## config.mk

```make
export PLATFORM = sky130hd
export DESIGN_NAME = seg_scan_decoder
export DESIGN_NICKNAME = d
export VERILOG_FILES = /design/src/rtl/seg_pkg.sv /design/src/rtl/seg7_to_hex.sv /design/src/rtl/seg_scan_decoder.sv
export SDC_FILE = /design/constraint.sdc
export NUM_CORES = 1
export LEC_CHECK = 0
export BUFFER_PORTS_ARGS = -buffer_cell sky130_fd_sc_hd__buf_2
export CAP_MARGIN = 5
export CORE_MARGIN = 2
export CORE_UTILIZATION = 57
export DETAILED_ROUTE_END_ITERATION = 8
export GPL_TIMING_DRIVEN = 0
export PLACE_DENSITY = 0.89
export SYNTH_ARGS = -nofsm -noshare
export SYNTH_HDL_FRONTEND = slang
export SYNTH_SLANG_ARGS = --single-unit
```

## constraint.sdc

```tcl
create_clock -name clk -period 3.5 [get_ports clk]
set_input_delay 0.35 -clock clk [delete_from_list [all_inputs] [get_ports clk]]
set_output_delay 0.35 -clock clk [all_outputs]
set_load 0.01 [all_outputs]
```

## src/rtl/seg_pkg.sv

```systemverilog
// Shared definitions for the seven-segment scan decoder: default sizing,
// FSM state encoding and the segment pattern table.
package seg_pkg;

    localparam int NDIG_DEFAULT       = 4;
    localparam int STABLE_CYC_DEFAULT = 4;

    // Dwell tracker states
    localparam logic [1:0] ST_IDLE   = 2'd0;  // no digit selected
    localparam logic [1:0] ST_SETTLE = 2'd1;  // counting identical samples
    localparam logic [1:0] ST_HELD   = 2'd2;  // captured, waiting for a change

    // Active-low a..g pattern (bit6 = a ... bit0 = g) that displays a given nibble
    function automatic logic [6:0] seg_pattern(input logic [3:0] digit);
        logic [6:0] pat;
        case (digit)
            4'h0:    pat = 7'h01;
            4'h1:    pat = 7'h4F;
            4'h2:    pat = 7'h12;
            4'h3:    pat = 7'h06;
            4'h4:    pat = 7'h4C;
            4'h5:    pat = 7'h24;
            4'h6:    pat = 7'h20;
            4'h7:    pat = 7'h0F;
            4'h8:    pat = 7'h00;
            4'h9:    pat = 7'h04;
            4'hA:    pat = 7'h08;
            4'hB:    pat = 7'h60;
            4'hC:    pat = 7'h31;
            4'hD:    pat = 7'h42;
            4'hE:    pat = 7'h30;
            4'hF:    pat = 7'h38;
            default: pat = 7'h7F;
        endcase
        return pat;
    endfunction

endpackage

```

## src/rtl/seg7_to_hex.sv

```systemverilog
// Combinational reverse lookup: active-low a..g pattern to hex nibble.
// Patterns outside the 16-entry table are flagged as not legal.
module seg7_to_hex
    import seg_pkg::*;
(
    input  logic [6:0] pattern,
    output logic [3:0] nibble,
    output logic       legal
);

    // Search the shared pattern table for a match
    always_comb begin
        nibble = 4'h0;
        legal  = 1'b0;
        for (int k = 0; k < 16; k++) begin
            if (pattern == seg_pattern(4'(k))) begin
                nibble = 4'(k);
                legal  = 1'b1;
            end else begin
                nibble = nibble;
                legal  = legal;
            end
        end
    end

endmodule

```

## src/rtl/seg_scan_decoder.sv

```systemverilog
// Recovers per-digit hex values from a multiplexed seven-segment display bus.
// Pins are registered once; a digit/pattern pair must stay identical for
// STABLE_CYC samples before it is captured, exactly once per dwell.
module seg_scan_decoder
    import seg_pkg::*;
#(
    parameter int NDIG       = NDIG_DEFAULT,
    parameter int STABLE_CYC = STABLE_CYC_DEFAULT
) (
    input  logic                clk,
    input  logic                rst,
    input  logic [7:0]          seg_n,
    input  logic [NDIG-1:0]     dig_n,
    input  logic                clr,
    output logic [4*NDIG-1:0]   hex_out,
    output logic [NDIG-1:0]     dp_out,
    output logic [NDIG-1:0]     dig_valid,
    output logic                frame_done,
    output logic                err
);

    localparam int         IDXW    = $clog2(NDIG);
    localparam logic [7:0] CNT_TGT = 8'(STABLE_CYC);

    // Registered pin samples and dwell tracking
    logic [7:0]        samp_seg_r;
    logic [NDIG-1:0]   samp_dig_r;
    logic [7:0]        prev_seg_r;
    logic [IDXW-1:0]   prev_idx_r;
    logic [1:0]        state_r;
    logic [7:0]        cnt_r;
    logic              multi_r;
    logic [NDIG-1:0]   seen_r;

    // Sample classification
    logic [3:0]        low_cnt_s;
    logic [IDXW-1:0]   sel_idx_s;
    logic              sel_s;
    logic              multi_s;
    logic              same_s;
    logic [3:0]        nib_s;
    logic              legal_s;

    // Next-state values
    logic [1:0]        state_n_s;
    logic [7:0]        cnt_n_s;
    logic              capture_s;
    logic [4*NDIG-1:0] hex_n_s;
    logic [NDIG-1:0]   dp_n_s;
    logic [NDIG-1:0]   valid_n_s;
    logic [NDIG-1:0]   seen_n_s;
    logic [NDIG-1:0]   seen_upd_s;
    logic              frame_n_s;
    logic              err_n_s;

    seg7_to_hex u_lookup (
        .pattern (samp_seg_r[7:1]),
        .nibble  (nib_s),
        .legal   (legal_s)
    );

    // Count active enables in the registered sample and locate the selected digit
    always_comb begin
        low_cnt_s = 4'd0;
        sel_idx_s = '0;
        for (int i = 0; i < NDIG; i++) begin
            if (!samp_dig_r[i]) begin
                low_cnt_s = low_cnt_s + 4'd1;
                sel_idx_s = IDXW'(i);
            end else begin
                low_cnt_s = low_cnt_s;
            end
        end
    end

    assign sel_s   = (low_cnt_s == 4'd1);
    assign multi_s = (low_cnt_s > 4'd1);
    // Only meaningful outside IDLE, where the previous sample selected a digit
    assign same_s  = (sel_idx_s == prev_idx_r) && (samp_seg_r == prev_seg_r);

    // Dwell FSM plus capture, frame tracking and pulse generation
    always_comb begin
        state_n_s  = state_r;
        cnt_n_s    = cnt_r;
        capture_s  = 1'b0;
        hex_n_s    = hex_out;
        dp_n_s     = dp_out;
        valid_n_s  = dig_valid;
        seen_n_s   = seen_r;
        seen_upd_s = seen_r;
        frame_n_s  = 1'b0;
        err_n_s    = 1'b0;

        case (state_r)
            ST_IDLE: begin
                if (sel_s) begin
                    state_n_s = ST_SETTLE;
                    cnt_n_s   = 8'd1;
                end else begin
                    state_n_s = ST_IDLE;
                    cnt_n_s   = 8'd0;
                end
            end
            ST_SETTLE: begin
                if (sel_s && same_s) begin
                    cnt_n_s = cnt_r + 8'd1;
                    if ((cnt_r + 8'd1) == CNT_TGT) begin
                        capture_s = 1'b1;
                        state_n_s = ST_HELD;
                    end else begin
                        state_n_s = ST_SETTLE;
                    end
                end else if (sel_s) begin
                    state_n_s = ST_SETTLE;
                    cnt_n_s   = 8'd1;
                end else begin
                    state_n_s = ST_IDLE;
                    cnt_n_s   = 8'd0;
                end
            end
            ST_HELD: begin
                if (sel_s && same_s) begin
                    state_n_s = ST_HELD;
                end else if (sel_s) begin
                    state_n_s = ST_SETTLE;
                    cnt_n_s   = 8'd1;
                end else begin
                    state_n_s = ST_IDLE;
                    cnt_n_s   = 8'd0;
                end
            end
            default: begin
                state_n_s = ST_IDLE;
                cnt_n_s   = 8'd0;
            end
        endcase

        if (clr) begin
            // Clear wins over any capture and suppresses both pulses
            state_n_s = ST_IDLE;
            cnt_n_s   = 8'd0;
            hex_n_s   = '0;
            dp_n_s    = '0;
            valid_n_s = '0;
            seen_n_s  = '0;
        end else begin
            // Illegal enables pulse only on entry into the condition
            err_n_s = multi_s & ~multi_r;
            if (capture_s) begin
                if (legal_s) begin
                    hex_n_s[{sel_idx_s, 2'b00} +: 4] = nib_s;
                    dp_n_s[sel_idx_s]                = ~samp_seg_r[0];
                    valid_n_s[sel_idx_s]             = 1'b1;
                end else begin
                    valid_n_s[sel_idx_s] = 1'b0;
                    err_n_s              = 1'b1;
                end
                seen_upd_s = seen_r | (NDIG'(1'b1) << sel_idx_s);
                if (&seen_upd_s) begin
                    frame_n_s = 1'b1;
                    seen_n_s  = '0;
                end else begin
                    seen_n_s = seen_upd_s;
                end
            end else begin
                seen_n_s = seen_r;
            end
        end
    end

    // Register pins, FSM state and all outputs
    always_ff @(posedge clk) begin
        if (rst) begin
            samp_seg_r <= 8'hFF;
            samp_dig_r <= '1;
            prev_seg_r <= 8'hFF;
            prev_idx_r <= '0;
            state_r    <= ST_IDLE;
            cnt_r      <= 8'd0;
            multi_r    <= 1'b0;
            seen_r     <= '0;
            hex_out    <= '0;
            dp_out     <= '0;
            dig_valid  <= '0;
            frame_done <= 1'b0;
            err        <= 1'b0;
        end else begin
            samp_seg_r <= seg_n;
            samp_dig_r <= dig_n;
            prev_seg_r <= samp_seg_r;
            prev_idx_r <= sel_idx_s;
            state_r    <= state_n_s;
            cnt_r      <= cnt_n_s;
            multi_r    <= multi_s;
            seen_r     <= seen_n_s;
            hex_out    <= hex_n_s;
            dp_out     <= dp_n_s;
            dig_valid  <= valid_n_s;
            frame_done <= frame_n_s;
            err        <= err_n_s;
        end
    end

endmodule

```

# Yosys cells after proc, flatten, opt, wreduce, memory -nomap -nowiden
# Cells that the tools add are included.
[totals]
ff_bits = 63
latchBits = 0
ram_bits = 0
mem_bits_ro = 0
input_bits = 15
out_inout_bits = 26
word_cells = 122
memories = 0
[op_classes]
n_addsub = 5
n_mul = 0
div_mod_pow = 0
order_cmp = 3
n_eq_ne = 22
shift = 3
muxes = 59
n_bitwise = 8
n_reduce_logical = 9
[op_table]
columns = ["cell", "count"]
rows = [
  ["two-way mux 4 bit", 13],
  ["equality test 7 x 6 -> 1 bit, second input constant", 5],
  ["equality test 7 bit, second input constant", 4],
  ["two-way mux 1 bit", 28],
  ["one-hot mux 8 bit (3 select lines)", 1],
  ["bitwise mux 16 bit", 1],
  ["two-way mux 8 bit", 2],
  ["variable shift 4 x 6 -> 16 bit, first input constant", 1],
  ["indexed part select 4 x 6 -> 16 bit", 1],
  ["equality test 7 x 3 -> 1 bit, second input constant", 2],
  ["equality test 7 x 4 -> 1 bit, second input constant", 2],
  ["two-way mux 2 bit", 7],
  ["adder 4 x 1 -> 4 bit, second input constant", 3],
  ["two-way mux 3 bit", 4],
  ["adder 8 x 1 -> 8 bit, second input constant", 1],
  ["equality test 8 x 3 -> 1 bit, second input constant", 1],
  ["equality test 8 bit", 1],
  ["OR 4 bit", 2],
  ["equality test 7 x 1 -> 1 bit, second input constant", 1],
  ["equality test 7 x 5 -> 1 bit, second input constant", 1],
  ["zero test 7 bit", 1],
  ["negator 4 -> 6 bit", 1],
  ["one-hot mux 2 bit (3 select lines)", 1],
  ["bitwise AND 4 bit", 1],
  ["other kinds (20)", 24],
]

# Longest topological paths before layout
[logic_depth]
word_depth = 19
depth_mapped = 12
mapped_depth_nobuf = 11

# Hierarchy
# A second synthesis with hierarchy kept.
[unflattened]
hier_cells = 340
area_unflattened_um2 = 3113.0
[by_module_without_submodules]
columns = ["mod", "instances", "cells_per_inst", "area_per_inst_um2", "seq_area_each_um2"]
rows = [
  ["seg_scan_decoder", 1, 285, 2766.4, 1261.2],
  ["seg7_to_hex", 1, 55, 346.6, 0.0],
]

# Worst setup path before layout
# No wires, ideal clock.
[synth_path]
kind = "register to register"
startpoint = "reg samp_dig_r[1]"
endpoint = "reg hex_out[2]"
setup_ps = 73
arrival_ps = 2560
t_required_ps = 3427
setup_slack_ps = 867
path_stages_with_launch = 12
path_buffers = 0
synth_period_minus_slack_ps = 2633
cell_sequence = "dfxtp_1 inv_1 ha_1 and2b_1 nor2_1 ha_1 nor2b_1 mux4_2 nand2_2 nor4_4 nor3b_4 mux2i_1"
[synth_between]
elab_chain_cells = 10
elab_cells_between_ends = 19
classes_between = "3 x add/sub; 2 x eq/ne; 2 x shift; 9 x mux; 3 x reduce/logical"
[synth_rtl]
columns = ["item", "line_no", "source"]
rows = [
  ["from (decl)", "seg_scan_decoder.sv:27", "logic [NDIG-1:0] samp_dig_r;"],
  ["from (signal assigned)", "seg_scan_decoder.sv:189", "samp_dig_r <= dig_n;"],
  ["two-way mux 4 bit", "seg_scan_decoder.sv:67", "if (!samp_dig_r[i]) begin"],
  ["adder 4 x 1 -> 4 bit", "seg_scan_decoder.sv:68", "low_cnt_s = low_cnt_s + 4'd1;"],
  ["two-way mux 4 bit", "seg_scan_decoder.sv:67", ""],
  ["adder 4 x 1 -> 4 bit", "seg_scan_decoder.sv:68", ""],
  ["two-way mux 4 bit", "seg_scan_decoder.sv:67", ""],
  ["equality test 4 x 1 -> 1 bit", "seg_scan_decoder.sv:76", "assign sel_s = (low_cnt_s == 4'd1);"],
  ["logical AND 1 bit", "seg_scan_decoder.sv:105", "if (sel_s && same_s) begin"],
  ["two-way mux 1 bit", "seg_scan_decoder.sv:105", ""],
  ["two-way mux 1 bit", "seg_scan_decoder.sv:94", "case (state_r)"],
  ["AND reduction 2 bit (no source line)", "--", ""],
  ["to (signal assigned)", "seg_scan_decoder.sv:196", "hex_out <= hex_n_s;"],
  ["to (decl)", "seg_scan_decoder.sv:15", "output logic [4*NDIG-1:0] hex_out,"],
]
# Parallel ways exist; a longest one is shown, timed or not.
# A chain may end at the register's enable or synchronous reset.

# Final worst setup path
[layout_path]
startpoint = "reg samp_dig_r[1]"
endpoint = "reg hex_out[0]"
# The elaborated chain is that of the path after synthesis.

==> flow_metrics.tcl <==
set metrics [dict create \
    cts_buffers 9 \
    dp_hpwl_um 4560 \
    slew_violations 0 \
    overflow 0 \
    arrival_ns 3.26 \
    pre_cts_slack_ns 0.521 \
    maxSlewHeadroom 0.586 \
    final_cell_mix "dfxtp_1, buf_2, nor2_1, or2_2, nand2_1" \
    syn_to_final_growth_pct 16.4 \
    p_clk_frac 0.419 \
    die_area_mm2 0.00576 \
    rows 26 \
    comb_power_share 0.084 \
    p_int_uw 1110 \
    grt_pass1_vias 2380 \
    viasPerCell 5.80 \
    worstRegToRegCells 11 \
    drive_above_1_share 0.261 \
    ir_worst_vdd_mv 0.462 \
    cts_tree "yes" \
    fin_crit_ns 2.99 \
    final.setup.tns_ns 0 \
    insertion_delay_ns 0.35 \
    syn_avg_cell_area_um2 9.12 \
    critPathKind "reg -> reg" \
    holdCritPathClass "in -> reg" \
    htreeDepth 3 \
    ys_async_sr_fraction 0 \
    grt_pass1_wl_um 10900 \
    ys_types 56 \
    hold_violations 0 \
    cpPeakStageDelay_ns 0.48 \
    drt_iter0_markers 139 \
    cts_sinks 63 \
    syn_nets 342 \
    tightest_slew_ns 0.616 \
    clk_path_buf_depth 2 \
    clk_root_buffer_cell "clkbuf_8" \
    outcome "finished, final reports clean" \
    grt_setup_unrepaired "false" \
    required_ns 3.77 \
    end_kind "flop" \
    grt_max_degree 13 \
    dr.pass1.iters 5 \
    share_seq_of_total_power 0.496 \
    ios 41 \
    fp.dieW_um 75.9 \
    ys_warn_count 0 \
    hold_depth 2 \
    cp_common_cell "ha_1" \
    place_congestion 0.857 \
    ys_ff_latch 63 \
    track_usage 0.240 \
    fin_nets 393 \
    fmax_mhz 335 \
    power.density_mw_per_mm2 438 \
    switching_share 0.259 \
    fin_skew_ns 0.0122 \
    final_common_cell "dfxtp_1" \
    seq_area_frac_synth 0.428 \
    ant_nets 0 \
    cts.clk_slew.worst_paths_ns 0.07 \
    cts_resized 0 \
    coreArea_mm2 0.00504 \
    antenna_cells 0 \
    worst-path-buf-inv 1 \
    critical_path_depth 11 \
    synth_area_mm2 0.00295 \
    power_switching_uw 389 \
    routedWlPerCell_um 14.7 \
    setup_viol 0 \
    power.leakage_uw 0.00140 \
    portBuffers 40 \
    cp_top_family "simple AND/OR/NAND/NOR gates" \
    crit_fanout 8 \
    wl_um 6600 \
    cts_hold_buf 0 \
    worst_slack_ns 0.512 \
    num_vias 2605 \
    worstPathCellList "inv_1, ha_1, and2b_1, nor2_1, ha_1, nor2b_1, mux4_2, nand2_2, nor4_4, nor3b_4, mux2i_1" \
    antenna_found_initial 0 \
    ys.flop_type "dfxtp_1" \
    initial_core_util 0.584 \
    worst_path_max_delay_cell "nor4_4" \
    die_h_um 75.9 \
    drc 0 \
    worstSetupStartpointType "flop" \
    maxCapViolCount 0 \
    finalCritPeriodShare 0.854 \
    cts_setup_buffers 0 \
    syn_inst 323 \
    synth_edf_count 0 \
]
-- stage by stage --
stage | total power [uW] | instance area, um2 | instances | utilization | hold slack (ns)
floorplan | 855 | 2950 | 323 | - | 0.422
global placement | 883 | 3230 | 433 | 0.641 | 0.441
detailed placement | 888 | 3230 | 433 | 0.641 | 0.453
CTS | 1510 | 3430 | 449 | 0.680 | 0.172
global route | 1550 | 3430 | 449 | 0.680 | 0.176
finish | 1500 | 3430 | 449 | 0.680 | 0.184
-- power by group through the flow --
stage	clock network (uW)	logic (uW)	registers (uW)
4_1_cts	635	127	746
2_1_floorplan	0	96.0	759
3_3_place_gp	0	121	761
5_1_grt	665	140	748
3_5_place_dp	0	126	762
6_report	630	127	746
-- Yosys cell counts, types with 3 or more instances --
library cell,number,area [um2]
and3_1,7,43.8
nand3b_1,4,30.0
ha_1,4,50.1
a21oi_1,15,75.1
nor3_1,6,30.0
nand2_1,21,78.8
o21ai_0,15,75.1
xnor2_1,10,87.6
nand4_1,4,25.0
nor4_2,3,37.5
mux2i_1,15,150
nand2b_1,3,18.8
a211oi_1,4,30.0
inv_1,7,26.3
or2_2,22,138
nor3b_1,4,30.0
a22oi_1,6,45.0
nor2_1,27,101
dfxtp_1,63,1260
clkbuf_1,9,33.8
o211a_1,3,30.0
buf_2,10,50.1
nand3_1,10,50.1
nor2b_1,10,62.6
o2bb2ai_1,3,26.3
-- path summary, 6_finish.rpt --
kind	startpoint	endpoint	slack (ns)
min	seg_n[0]	samp_seg_r[0]	0.18
min reg2reg	hex_out[5]	hex_out[5]	0.46
max	samp_dig_r[1]	hex_out[0]	0.51
max reg2reg	samp_dig_r[1]	hex_out[0]	0.51
-- state kept, by name, indices dropped and copies added (netlist names), named ones only --
signal	count
err	1
prev_idx_r	2
cnt_r	8
samp_seg_r	8
prev_seg_r	8
dp_out	4
multi_r	1
seen_r	4
samp_dig_r	4
frame_done	1
hex_out	16
state_r	2
-- logic make-up after synthesis --
group,share of synthesized area
simple gates,0.270
buf+inv,0.0450
flops,0.428
xor+xnor,0.0412
mux,0.0586
fa+ha+maj,0.0204
compound gates,0.137
-- per-layer routing --
| layer | global-route usage | up-vias | wire length, um |
|---|---|---|---|
| li1 | - | 1239 | - |
| met1 | 0.271 | 1236 | 2680 |
| met2 | 0.421 | 115 | 3340 |
| met3 | 0.0786 | 15 | 456 |
| met4 | 0.0891 | 0 | 127 |
| met5 | 0 | - | 0 |
-- worst reg2reg max path, cell delays in order, from the launching register on --
cell	delay, ns
dfxtp_1	0.39
inv_1	0.07
ha_1	0.19
and2b_1	0.23
nor2_1	0.06
ha_1	0.33
nor2b_1	0.12
mux4_2	0.26
nand2_2	0.12
nor4_4	0.48
nor3b_4	0.44
mux2i_1	0.22
-- final cells by class --
class	instances	area, um2
clock inverter	7	72.6
fill	414	1610
tap	70	87.6
buffer	22	106
clock buffer	9	124
sequential	63	1260
inverter	7	26.3
multi-input combinational	231	1550
timing repair buffer	40	200
(Power assumes the default switching activity.)
